<file path="src/rtl/branch_ctrl_pkg.sv">
// Shared widths, comparator op codes, decoder type codes and state encoding
// for the branch/jump resolution unit.
`timescale 1ns/1ps
package branch_ctrl_pkg;

  localparam int unsigned REG_LEN = 12;

  localparam logic [2:0] CMP_EQ   = 3'b000;
  localparam logic [2:0] CMP_NE   = 3'b001;
  localparam logic [2:0] CMP_LT   = 3'b010;
  localparam logic [2:0] CMP_GE   = 3'b011;
  localparam logic [2:0] CMP_LTU  = 3'b100;
  localparam logic [2:0] CMP_GEU  = 3'b101;
  localparam logic [2:0] CMP_NONE = 3'b111;

  typedef enum logic [1:0] {
    DT_BR   = 2'b00,
    DT_JAL  = 2'b01,
    DT_JALR = 2'b10,
    DT_RSV  = 2'b11
  } dec_type_e;

  typedef enum logic [1:0] {
    ST_IDLE    = 2'b00,
    ST_RESOLVE = 2'b01,
    ST_RESP    = 2'b10,
    ST_FLUSH   = 2'b11
  } state_e;

  typedef struct packed {
    dec_type_e          dtype;
    logic [2:0]         funct3;
    logic [REG_LEN-1:0] pc;
    logic [REG_LEN-1:0] imm;
    logic [REG_LEN-1:0] rs1;
  } ctl_req_t;

  // Branch funct3 to comparator op; CMP_NONE marks the two undefined encodings.
  function automatic logic [2:0] map_funct3(input logic [2:0] f3);
    logic [2:0] op;
    op = CMP_NONE;
    case (f3)
      3'b000:  op = CMP_EQ;
      3'b001:  op = CMP_NE;
      3'b100:  op = CMP_LT;
      3'b101:  op = CMP_GE;
      3'b110:  op = CMP_LTU;
      3'b111:  op = CMP_GEU;
      default: op = CMP_NONE;
    endcase
    return op;
  endfunction

endpackage

</file>
<file path="src/rtl/branch_ctrl.sv">
// Control-transfer resolution: captures a BR/JAL/JALR, drives the external
// comparator, then redirects fetch, writes the link register or raises an exception.
`timescale 1ns/1ps
import branch_ctrl_pkg::*;

module branch_ctrl (
  input  logic               clk,
  input  logic               rst_n,
  input  logic               dec_valid,
  output logic               dec_ready,
  input  logic [1:0]         dec_type,
  input  logic [2:0]         funct3,
  input  logic [REG_LEN-1:0] pc_in,
  input  logic [REG_LEN-1:0] imm,
  input  logic [REG_LEN-1:0] rs1_base,
  input  logic               kill,
  output logic [2:0]         cmp_op,
  input  logic               cmp_b,
  output logic               redirect,
  output logic [REG_LEN-1:0] pc_next,
  output logic               link_we,
  output logic [REG_LEN-1:0] link_d,
  output logic               misalign,
  output logic               illegal,
  output logic [REG_LEN-1:0] taken_cnt
);

  state_e             state;
  ctl_req_t           req_q;
  logic               cmp_b_q;
  logic               flush_cnt;
  logic [2:0]         cmp_op_q;
  logic [REG_LEN-1:0] pc_next_q;
  logic [REG_LEN-1:0] taken_cnt_q;

  logic [REG_LEN-1:0] sum_pc;
  logic [REG_LEN-1:0] sum_jalr;
  logic [REG_LEN-1:0] target;
  logic [REG_LEN-1:0] link_val;
  logic               is_jump;
  logic               is_illegal;
  logic               taken;
  logic               resp_live;

  // Target and decision logic, evaluated from captured operands during RESP.
  assign sum_pc     = req_q.pc + req_q.imm;
  assign sum_jalr   = req_q.rs1 + req_q.imm;
  assign target     = (req_q.dtype == DT_JALR) ? {sum_jalr[REG_LEN-1:1], 1'b0} : sum_pc;
  assign link_val   = req_q.pc + REG_LEN'(4);
  assign is_jump    = (req_q.dtype == DT_JAL) || (req_q.dtype == DT_JALR);
  assign is_illegal = (req_q.dtype == DT_RSV) ||
                      ((req_q.dtype == DT_BR) && (map_funct3(req_q.funct3) == CMP_NONE));
  assign taken      = ((req_q.dtype == DT_BR) && cmp_b_q) || is_jump;

  // kill in RESP must suppress the pulses in that same cycle.
  assign resp_live  = (state == ST_RESP) && !kill;

  assign redirect   = resp_live && !is_illegal && taken && (target[1:0] == 2'b00);
  assign misalign   = resp_live && !is_illegal && taken && target[1];
  assign link_we    = resp_live && !is_illegal && is_jump && !target[1];
  assign illegal    = resp_live && is_illegal;
  assign link_d     = link_we ? link_val : '0;
  assign pc_next    = redirect ? target : pc_next_q;
  assign dec_ready  = (state == ST_IDLE);
  assign cmp_op     = cmp_op_q;
  assign taken_cnt  = taken_cnt_q;

  // State machine and architectural registers.
  always_ff @(posedge clk or negedge rst_n) begin
    if (!rst_n) begin
      state       <= ST_IDLE;
      req_q       <= '0;
      cmp_b_q     <= 1'b0;
      flush_cnt   <= 1'b0;
      cmp_op_q    <= CMP_NONE;
      pc_next_q   <= '0;
      taken_cnt_q <= '0;
    end else begin
      case (state)
        ST_IDLE: begin
          if (dec_valid) begin
            req_q.dtype  <= dec_type_e'(dec_type);
            req_q.funct3 <= funct3;
            req_q.pc     <= pc_in;
            req_q.imm    <= imm;
            req_q.rs1    <= rs1_base;
            cmp_op_q     <= (dec_type == DT_BR) ? map_funct3(funct3) : CMP_NONE;
            state        <= ST_RESOLVE;
          end
        end
        ST_RESOLVE: begin
          cmp_op_q <= CMP_NONE;
          cmp_b_q  <= cmp_b;
          state    <= kill ? ST_IDLE : ST_RESP;
        end
        ST_RESP: begin
          if (redirect) begin
            pc_next_q   <= target;
            taken_cnt_q <= taken_cnt_q + REG_LEN'(1);
            flush_cnt   <= 1'b0;
            state       <= ST_FLUSH;
          end else begin
            state <= ST_IDLE;
          end
        end
        ST_FLUSH: begin
          if (kill || flush_cnt) begin
            state <= ST_IDLE;
          end else begin
            flush_cnt <= 1'b1;
          end
        end
        default: state <= ST_IDLE;
      endcase
    end
  end

endmodule

</file>
<file path="config.mk">
export PLATFORM = sky130hd
export DESIGN_NAME = branch_ctrl
export DESIGN_NICKNAME = d
export VERILOG_FILES = /design/src/rtl/branch_ctrl_pkg.sv /design/src/rtl/branch_ctrl.sv
export SDC_FILE = /design/constraint.sdc
export NUM_CORES = 1
export LEC_CHECK = 0
export BUFFER_PORTS_ARGS = -buffer_cell sky130_fd_sc_hd__buf_2
export CORE_UTILIZATION = 50
export CTS_CLUSTER_DIAMETER = 80
export CTS_CLUSTER_SIZE = 28
export DETAILED_ROUTE_END_ITERATION = 6
export GPL_TIMING_DRIVEN = 1
export PLACE_DENSITY = 0.77
export SYNTH_ARGS = -nofsm -noshare
export SYNTH_HDL_FRONTEND = slang
export SYNTH_SLANG_ARGS = --single-unit
</file>
<file path="constraint.sdc">
create_clock -name clk -period 2.05 [get_ports clk]
set_input_delay 0.3075 -clock clk [delete_from_list [all_inputs] [get_ports clk]]
set_output_delay 0.3075 -clock clk [all_outputs]
set_load 0.05 [all_outputs]
</file>
==> run metrics, run 1 <==
DRC viols 0; Final Hold Viols 0; Finish-stage setup viols 50; Slowest cell on crit path dfrtp_1; post-synthesis cell type count 46; routed len/inst 19.4 microns; max cap viols 0; Inserted Diodes 0; Startpoint Class register; IO Pins 90; Period minus WS final 2.91 ns; clock root buffer clkbuf_8; Max transition margin 73.7%; Leakage 0.00316 uW; routed vias 4194; drt pass-1 iters 7; layout cell share with drive strength beyond 1 59.3%; Setup WS post-layout -0.861 ns; crit path DAT 2.60 ns; Area Overhead vs Synth 64.5%; Die Width 93.5 microns; GRT Total Usage 30.1%; Core Rows 33; initial antenna violation count 0; RR Startpoint req_q[24]; Iter 0 DRT Violations 268; Die ar. 8750 sq um; crit path max fanout 4; CTS tree yes; crit share post-route 142%; Hold Crit Class primary input to register; most frequent cells in the layout 89 x buf_4, 67 x dfrtp_1, 61 x buf_2; worst reg2reg setup slack -0.44 ns; final slew viol count 0; post-synth net total 489; Power Density 1820 nW/um^2; Post-synth top flop dfrtp_1; Slew @ Worst Pin 0.383 ns; combined buffer and inverter count along the critical path 2; reg-to-reg endpoint taken_cnt[6]; top cell family by delay on the critical path simple AND/OR/NAND/NOR gates; largest net degree at the start of global routing 72; grt total ovfl 0; skew final 0.0188 ns; Hold Startpoint pc_in[1]; CP max stage delay 0.41 ns; leading cell type in the layout, fill and taps excluded buf_4; Final ANT Viol Nets 0; RSZ-0062 raised after global routing yes; cells after synthesis 415; WHS Path Cells 3; CP Capture Type primary output; core area 8180 sq um; status finished, violations left; nets 691; Power Total 12500 uW; maximum vdd drop 0.893 mV; crit path kind register to primary output; Avg Inst Size Synth 10.1 sq um; failing checks setup timing; mapped cell area 4190 sq um; worst slack, placed -0.685 ns; Ys Warns 0; WHS Endpoint req_q[25]; sequential-to-total area share from yosys stat 42.5%; data required time of the critical path 1.74 ns; clk sinks 71; worst skew pair latency 0.36 ns; worst r2r path cells 11; Worst-path clk slew 0.09 ns; final wirelength 14100 microns; vias in the first global route 4122; dpl hpwl 8060 microns; Async S/R FF share, synth 100%; Post-synth EDFFs 0; drt via density 5.77; Vert. Die Dim 93.5 microns; Max Root-Sink Buffers 2; htree depth 3; FF+latch count, synth 71; cts bufs inserted 9; IO Port Bufs 89; Initial Util 51.2%; fmax 0.344 GHz; routability cong. 0.856; crit-path cells buf_4 > ha_1 > nand4_1 > a21oi_2 > nor2_2 > or3_1 > a32oi_2 > o31ai_4 > buf_6; first-pass GRT wire length 20000 microns
report_power, final:
part / total (uW) / switching [uW] / internal [uW]
sequential: 2360 / 467 / 1900
combinational: 8910 / 4630 / 4280
clock: 1270 / 559 / 714
total: 12500 / 5650 / 6890
cells in the mapped netlist, types with 4 or more instances:
master | n | area (sq um)
dfrtp_1 | 68 | 1700
mux2_2 | 36 | 405
buf_2 | 4 | 20.0
nand3_1 | 17 | 85.1
a21oi_1 | 25 | 125
a211oi_1 | 7 | 52.6
o21a_1 | 6 | 45.0
o31ai_1 | 5 | 37.5
ha_1 | 26 | 325
and2_1 | 10 | 62.6
inv_1 | 10 | 37.5
xnor2_1 | 21 | 184
nor3_1 | 8 | 40.0
nor2_1 | 34 | 128
nand2b_1 | 6 | 37.5
nor2b_1 | 4 | 25.0
a21o_1 | 4 | 30.0
clkbuf_1 | 7 | 26.3
and3_1 | 8 | 50.1
nand2_1 | 32 | 120
xor2_1 | 14 | 123
o21ai_0 | 28 | 140
kinds of logic after synthesis:
logic type | Yosys count | synth area share (%)
compound gates | 88 | 13.1
xor+xnor | 35 | 7.32
fa+ha+maj | 28 | 8.72
buf+inv | 23 | 2.27
flops | 71 | 42.5
mux | 37 | 9.92
simple gates | 133 | 16.2
registers in the layout, indices dropped and copies added, names as in the netlist:
register and flops:
cmp_op 3, cmp_b_q 1, flush_cnt 1, req_q 40, taken_cnt 12, state 2, pc_next_q 12
metal layers:
metal  global-route usage, %  vias to the layer above  wire [microns]
met5                       0                        -               0
met4                    13.8                        0             540
met3                    5.37                       62             796
met2                    51.5                      215            7160
met1                    36.9                     2038            5600
li1                        -                     1879               -
area by class of cell:
class | instances | area (sq um)
Clock buffer | 10 | 138
Clock inverter | 6 | 83.8
Fill cell | 389 | 1280
Inverter | 11 | 47.5
Multi-Input combinational cell | 321 | 3010
Sequential cell | 71 | 1780
Tap cell | 105 | 131
Timing Repair Buffer | 203 | 1700
worst max-delay path by stage:
stage                   start          end  slack [ns]  cells after the start
floorplan           req_q[12]  pc_next[10]       -0.59                     10
global placement    req_q[12]  pc_next[10]       -0.61                     10
detailed placement  req_q[12]  pc_next[10]       -0.68                     10
CTS                 req_q[12]  pc_next[10]       -0.79                     10
global route        req_q[24]   pc_next[8]       -0.96                     10
finish               req_q[1]  pc_next[11]       -0.86                      9
worst min-delay path, delay by kind of cell:
family / cells / cell delay, ns
buf+inv: 1 / 0.08
compound gates: 1 / 0.07
simple gates: 1 / 0.03
timing repair:
action | in CTS | in global routing
buffers inserted | 12 | 13
pin swaps | 36 | 34
resized for setup | 130 | 62
cloned | 2 | 0
hold buffers | 1 | 0
endpoints found under the hold margin | 54 | 0
setup endpoints to repair | 50 | 55
metrics by stage:
step	util (%)	hold WS, ns	instance area, sq um	cells	setup TNS (ns)
3_3_place_gp	69.9	0.362	5710	689	-13.95
2_1_floorplan	-	0.0119	4440	415	-7.06
6_report	84.3	0.165	6890	727	-25.86
3_5_place_dp	69.9	0.363	5710	689	-16.34
5_1_grt	84.3	0.167	6890	727	-29.60
4_1_cts	80.0	0.151	6540	717	-20.24
No activity file was read; power rests on OpenSTA's default activity.
==> run 2, diff against run 1 <==
--- a/config.mk
+++ b/config.mk
@@ -17 +17,2 @@
 export SYNTH_SLANG_ARGS = --single-unit
+export TNS_END_PERCENT = 20
--- a/constraint.sdc
+++ b/constraint.sdc
@@ -3,2 +3,2 @@
 set_output_delay 0.3075 -clock clk [all_outputs]
-set_load 0.05 [all_outputs]
+set_load 0.01 [all_outputs]
==> run 2 against run 1 <==
Against the previous run: clock skew decreased by 0.011 ns; register-to-register slack worse by 0.05 ns; critical path depth is 1 lower; die area unchanged; the run still ends with setup timing left; final cell count decreased by 2.9%; sequential power decreased by 3%; sequential share of layout area is 3.7 points higher; wire length fell by 23%; count of clock-buffer cells in the layout up 2; first-iteration DRC count decreased by 59%; highest routed layer unchanged; fmax rose by 4.1%.
==> run metrics, run 2 (synthesis gave the netlist of run 1 again) <==
status finished, violations left; failing checks setup timing; Startpoint Class register; max cap viols 0 (unchanged); Slowest cell on crit path dfrtp_1; Setup WS post-layout -0.747 ns (+0.114 ns); IO Pins 90 (unchanged); Final Hold Viols 0 (unchanged); worst skew pair latency 0.35 ns (about the same); Period minus WS final 2.80 ns (-0.114 ns); nets 670 (-3.0%); Die ar. 8750 sq um (unchanged); Final TNS setup -21.60 ns (+4.26 ns); Inserted Diodes 0 (unchanged); max reg flops 40 (unchanged); fmax 0.358 GHz (+4.1%); CP Capture Type primary output; Max transition margin 73.7% (about the same); drt pass-1 iters 4 (-3); clk sinks 71 (unchanged); drt via density 5.29 (-8.4%); crit-path cells ha_4 > o21ai_1 > o21a_1 > o31ai_2 > a21oi_1 > xor2_1 > a221oi_2 > buf_2; IO Port Bufs 89 (unchanged); first-pass GRT wire length 17600 microns (-12%); Largest Register req_q; CTS tree yes; largest net degree at the start of global routing 72 (unchanged); Worst-path clk slew 0.08 ns (about the same); RSZ-0062 raised after global routing yes; Area Overhead vs Synth 44.0%; skew final 0.00821 ns (-0.0106 ns); crit path max fanout 3 (-1); routability cong. 0.868 (+1.4%); final wirelength 10800 microns (-23%); Hold Crit Class primary input to register; Final ANT Viol Nets 0 (unchanged); Max Root-Sink Buffers 2 (unchanged); DRC viols 0 (unchanged); routed vias 3732 (-11%); crit path kind register to primary output; final slew viol count 0 (unchanged); initial antenna violation count 0 (unchanged); Fill cells 601 (+54%); Iter 0 DRT Violations 110 (-59%); Vert. Die Dim 93.5 microns (unchanged); vias in the first global route 3808 (-7.6%); maximum vdd drop 0.854 mV (-4.4%); Leakage 0.00292 uW (-7.7%); crit share post-route 136% (-5.6 points); layout cell share with drive strength beyond 1 49.3% (-10 points); htree depth 3 (unchanged); data required time of the critical path 1.74 ns (about the same); routed len/inst 15.4 microns (-21%); grt total ovfl 0 (unchanged); GRT Total Usage 26.0% (-4.1 points); Die Width 93.5 microns (unchanged); CP max stage delay 0.45 ns (+0.04 ns); crit path DAT 2.49 ns (-0.11 ns); core area 8180 sq um (unchanged); Core Rows 33 (unchanged); Slew @ Worst Pin 0.394 ns (+0.0104 ns); leading cell type in the layout, fill and taps excluded buf_2; Initial Util 51.2% (unchanged); cts bufs inserted 9 (unchanged); dpl hpwl 7330 microns (-9.1%); clock root buffer clkbuf_8; Finish-stage setup viols 52 (+4.0%); most frequent cells in the layout 86 x buf_2, 75 x buf_4, 68 x dfrtp_1; WHS 0.167 ns (+0.00181 ns); Power Density 1680 nW/um^2 (-7.5%)
==> run 2: cell count changes in the layout (fill, tap and decap cells not counted), sizes merged <==
| cell | change |
|---|---|
| buf | -22 |
| clkinvlp | -1 |
| bufinv | -1 |
| clkinv | -1 |
| inv | +1 |
| clkbuf | +3 |
==> run 2: final cells by class <==
class / count / area, sq um / share of cell area, %
tap: 105 / 131 / 2.18
clock inverter: 4 / 45.0 / 0.747
clock buffer: 12 / 145 / 2.41
timing repair buffer: 182 / 1280 / 21.2
sequential: 71 / 1780 / 29.5
inverter: 11 / 48.8 / 0.809
multi-input combinational: 321 / 2610 / 43.2
==> run 2: power breakdown <==
part	leakage [uW]	total [uW]	switching (uW)	internal, uW
Sequential	0.000877	2290	391	1900
Clock	0.000100	1110	515	590
Combinational	0.00195	6760	3310	3450
Total	0.00292	10200	4210	5940
==> run 2: path summary, 6_finish.rpt <==
| kind | slack (ns) | cells after the start | startpoint | endpoint |
|---|---|---|---|---|
| min | 0.17 | 3 | rs1_base[1] | req_q[1] |
| max reg2reg | -0.49 | 13 | req_q[12] | taken_cnt[11] |
| min reg2reg | 0.47 | 1 | taken_cnt[11] | taken_cnt[11] |
| max in group asynchronous | 1.22 | 3 | rst_n | cmp_op[2] |
| max | -0.75 | 8 | req_q[14] | pc_next[9] |
| min in group asynchronous | 0.50 | 3 | rst_n | req_q[25] |
==> run 2: what timing repair did <==
item                                   4_1_cts  5_1_grt
gates cloned                                 1        1
pin swaps                                   35       24
setup endpoints to repair                   50       53
endpoints found under the hold margin       68        0
buffers inserted                             8        7
resized for setup                           52       36
hold buffers                                 1        0
==> run 2: routing by layer <==
metal / vias to the layer above / global-route usage, % / share of wire, %
met5: - / 0 / 0
met4: 0 / 8.33 / 1.0
met3: 10 / 5.20 / 4.2
met2: 98 / 45.3 / 51
met1: 1787 / 32.3 / 43
li1: 1837 / - / -
==> run 2: critical path: cells and delay by family (launching register included) <==
kind | cells | cell delay (ns)
xor+xnor | 1 | 0.20
fa+ha+maj | 1 | 0.33
flops | 1 | 0.45
compound gates | 5 | 0.99
buf+inv | 1 | 0.18
==> run 2: through the flow <==
| stage | setup slack [ns] | util [%] | std cells | instance area [sq um] | power [uW] |
|---|---|---|---|---|---|
| after global placement | -0.479 | 65.5 | 673 | 5350 | 7560 |
| after detailed placement | -0.531 | 65.5 | 673 | 5350 | 7750 |
| after global routing | -0.867 | 73.8 | 706 | 6030 | 10900 |
| final | -0.747 | 73.8 | 706 | 6030 | 10200 |
| after floorplan | -0.275 | - | 415 | 4230 | 5540 |
| after CTS | -0.737 | 71.2 | 698 | 5820 | 9560 |
==> run 3, diff against run 2 <==
- PLACE_DENSITY: 0.77 -> unset
- PLACE_DENSITY_LB_ADDON: unset -> 0.3
==> run 3 against run 2 <==
Against the previous run: the flow still finishes with violations (setup timing); register-to-register slack barely moved; via count grew 1.8%; wire length grew 4.0%; worst setup slack improved by 0.0028 ns; non-clock buffer count increased by 7; count of clock-buffer cells in the layout rose by 1; clock power grew 6%; combinational power grew 2%; largest power group unchanged; highest routed layer unchanged.
==> run metrics, run 3 (synthesis gave the netlist of run 1 again) <==
fmax 0.358 GHz (about the same); routed vias 3799 (+1.8%); worst skew pair latency 0.34 ns (about the same); Final TNS setup -22.53 ns (-0.931 ns); crit-path cells ha_2 > inv_2 > fa_2 > nand2b_4 > nor2_4 > o21ai_4 > buf_12 > clkinv_8 > nand3b_1 > o221a_2 > buf_6; CP Depth 11 (+3); first-pass GRT wire length 17700 microns (+0.20%); DRC viols 0 (unchanged); Setup crit end pc_next[5]; crit path DAT 2.49 ns (about the same); max reg flops 40 (unchanged); Leakage 0.00300 uW (+2.6%); Max Root-Sink Buffers 2 (unchanged); IO Pins 90 (unchanged); Placed Cells 681 (+1.2%); status finished, violations left; Worst-path clk slew 0.07 ns (about the same); routability cong. 0.820 (-5.5%); Core Rows 33 (unchanged); final slew viol count 0 (unchanged); most frequent cells in the layout 86 x buf_2, 82 x buf_4, 67 x dfrtp_1; worst slack, placed -0.618 ns (-0.0866 ns); Largest Register req_q; cts bufs inserted 9 (unchanged); worst reg2reg setup slack -0.49 ns (about the same); Area Overhead vs Synth 48.3%; Die ar. 8750 sq um (unchanged); Inserted Diodes 0 (unchanged); top cell family by delay on the critical path adder cells; core area 8180 sq um (unchanged); grt total ovfl 0 (unchanged); RR Startpoint req_q[12]; Startpoint Class register; nets 677 (+1.0%); GRT Total Usage 25.9% (-0.16 points); reg-to-reg endpoint taken_cnt[11]; dpl hpwl 7740 microns (+5.6%); data required time of the critical path 1.74 ns (about the same); Setup WS post-layout -0.744 ns (+0.00279 ns); Hold Crit Class primary input to register; crit path kind register to primary output; clock root buffer clkbuf_8; worst r2r path cells 13 (unchanged); initial antenna violation count 0 (unchanged); Finish-stage setup viols 52 (unchanged); Period minus WS final 2.79 ns (-0.00279 ns); Die Width 93.5 microns (unchanged); failing checks setup timing; vias in the first global route 3809 (+0.026%); CP max stage delay 0.45 ns (about the same); CTS tree yes; Final Hold Viols 0 (unchanged); Max transition margin 70.6% (-3.0 points); Iter 0 DRT Violations 132 (+20%); non-filler cells, final 713 (+0.99%); leading cell type in the layout, fill and taps excluded buf_2; crit path max fanout 8 (+5); Vert. Die Dim 93.5 microns (unchanged); max cap viols 0 (unchanged); Initial Util 51.2% (unchanged); IO Port Bufs 89 (unchanged); clk sinks 71 (unchanged); Power Total 10400 uW (+2.3%); Power Density 1670 nW/um^2 (-0.65%); final wirelength 11300 microns (+4.0%); WHS Path Cells 3 (unchanged); drt via density 5.33 (+0.80%); maximum vdd drop 0.854 mV (about the same); htree depth 3 (unchanged); Slew @ Worst Pin 0.439 ns (+0.0451 ns); drt pass-1 iters 4 (unchanged); largest net degree at the start of global routing 47 (-35%); combined buffer and inverter count along the critical path 4 (+3); crit path launch req_q[12]; Final ANT Viol Nets 0 (unchanged); RSZ-0062 raised after global routing yes; crit share post-route 136% (about the same); layout cell share with drive strength beyond 1 50.7% (+1.4 points); routed len/inst 15.8 microns (+2.9%); Fill cells 547 (-9.0%); CP Capture Type primary output; skew final 0.00841 ns (+0.000203 ns); Slowest cell on crit path fa_2
-- run 3: cell count changes in the layout (fill, tap and decap cells not counted), sizes merged --
cell,previous run,this run
bufbuf,0,1
inv,11,10
clkbuf,13,14
buf,180,186
-- run 3: worst min path at each step --
stage                         from        end  slack, ns
after CTS                   imm[1]  req_q[13]       0.18
after global placement       rst_n  req_q[37]       0.22
after global routing      pc_in[1]  req_q[25]       0.19
final                     pc_in[1]  req_q[25]       0.18
after detailed placement     rst_n  req_q[37]       0.23
after floorplan              rst_n    cmp_b_q       0.01
-- run 3: final cells by class --
class | count | area [sq um] | share of cell area, %
Clock buffer | 13 | 169 | 2.72
Clock inverter | 3 | 40.0 | 0.645
Inverter | 11 | 53.8 | 0.866
Multi-Input combinational cell | 321 | 2680 | 43.2
Sequential cell | 71 | 1780 | 28.7
Tap cell | 105 | 131 | 2.12
Timing Repair Buffer | 189 | 1350 | 21.8
-- run 3: what timing repair did --
item | in CTS | in global routing
cloned | 2 | 1
hold endpoints to repair | 12 | 0
setup buffers | 7 | 6
pin swaps | 29 | 16
setup endpoints to repair | 53 | 54
hold buffers | 1 | 0
resized for setup | 51 | 48
-- run 3: metal layers --
layer	track usage (%)	vias to the layer above	share of wire [%]
met5	0	-	0
met4	6.15	0	1.1
met3	4.55	12	3.7
met2	45.9	91	52
met1	32.6	1849	43
li1	-	1847	-
-- run 3: worst min-delay path, delay by kind of cell --
kind	cells	cell delay, ns
AOI/OAI and AO/OA	1	0.06
buffers and inverters	1	0.08
and+or+nand+nor	1	0.04
-- run 3: power breakdown --
part,switching [uW],internal [uW]
clock,523,659
sequential,407,1900
combinational,3380,3510
-- run 3: through the flow --
stage | util (%) | instance area (sq um) | hold WS, ns
finish | 76.0 | 6210 | 0.181
global route | 76.0 | 6210 | 0.187
CTS | 72.4 | 5920 | 0.178
detailed placement | 66.2 | 5410 | 0.228
global placement | 66.2 | 5410 | 0.223
floorplan | - | 4230 | 0.0119
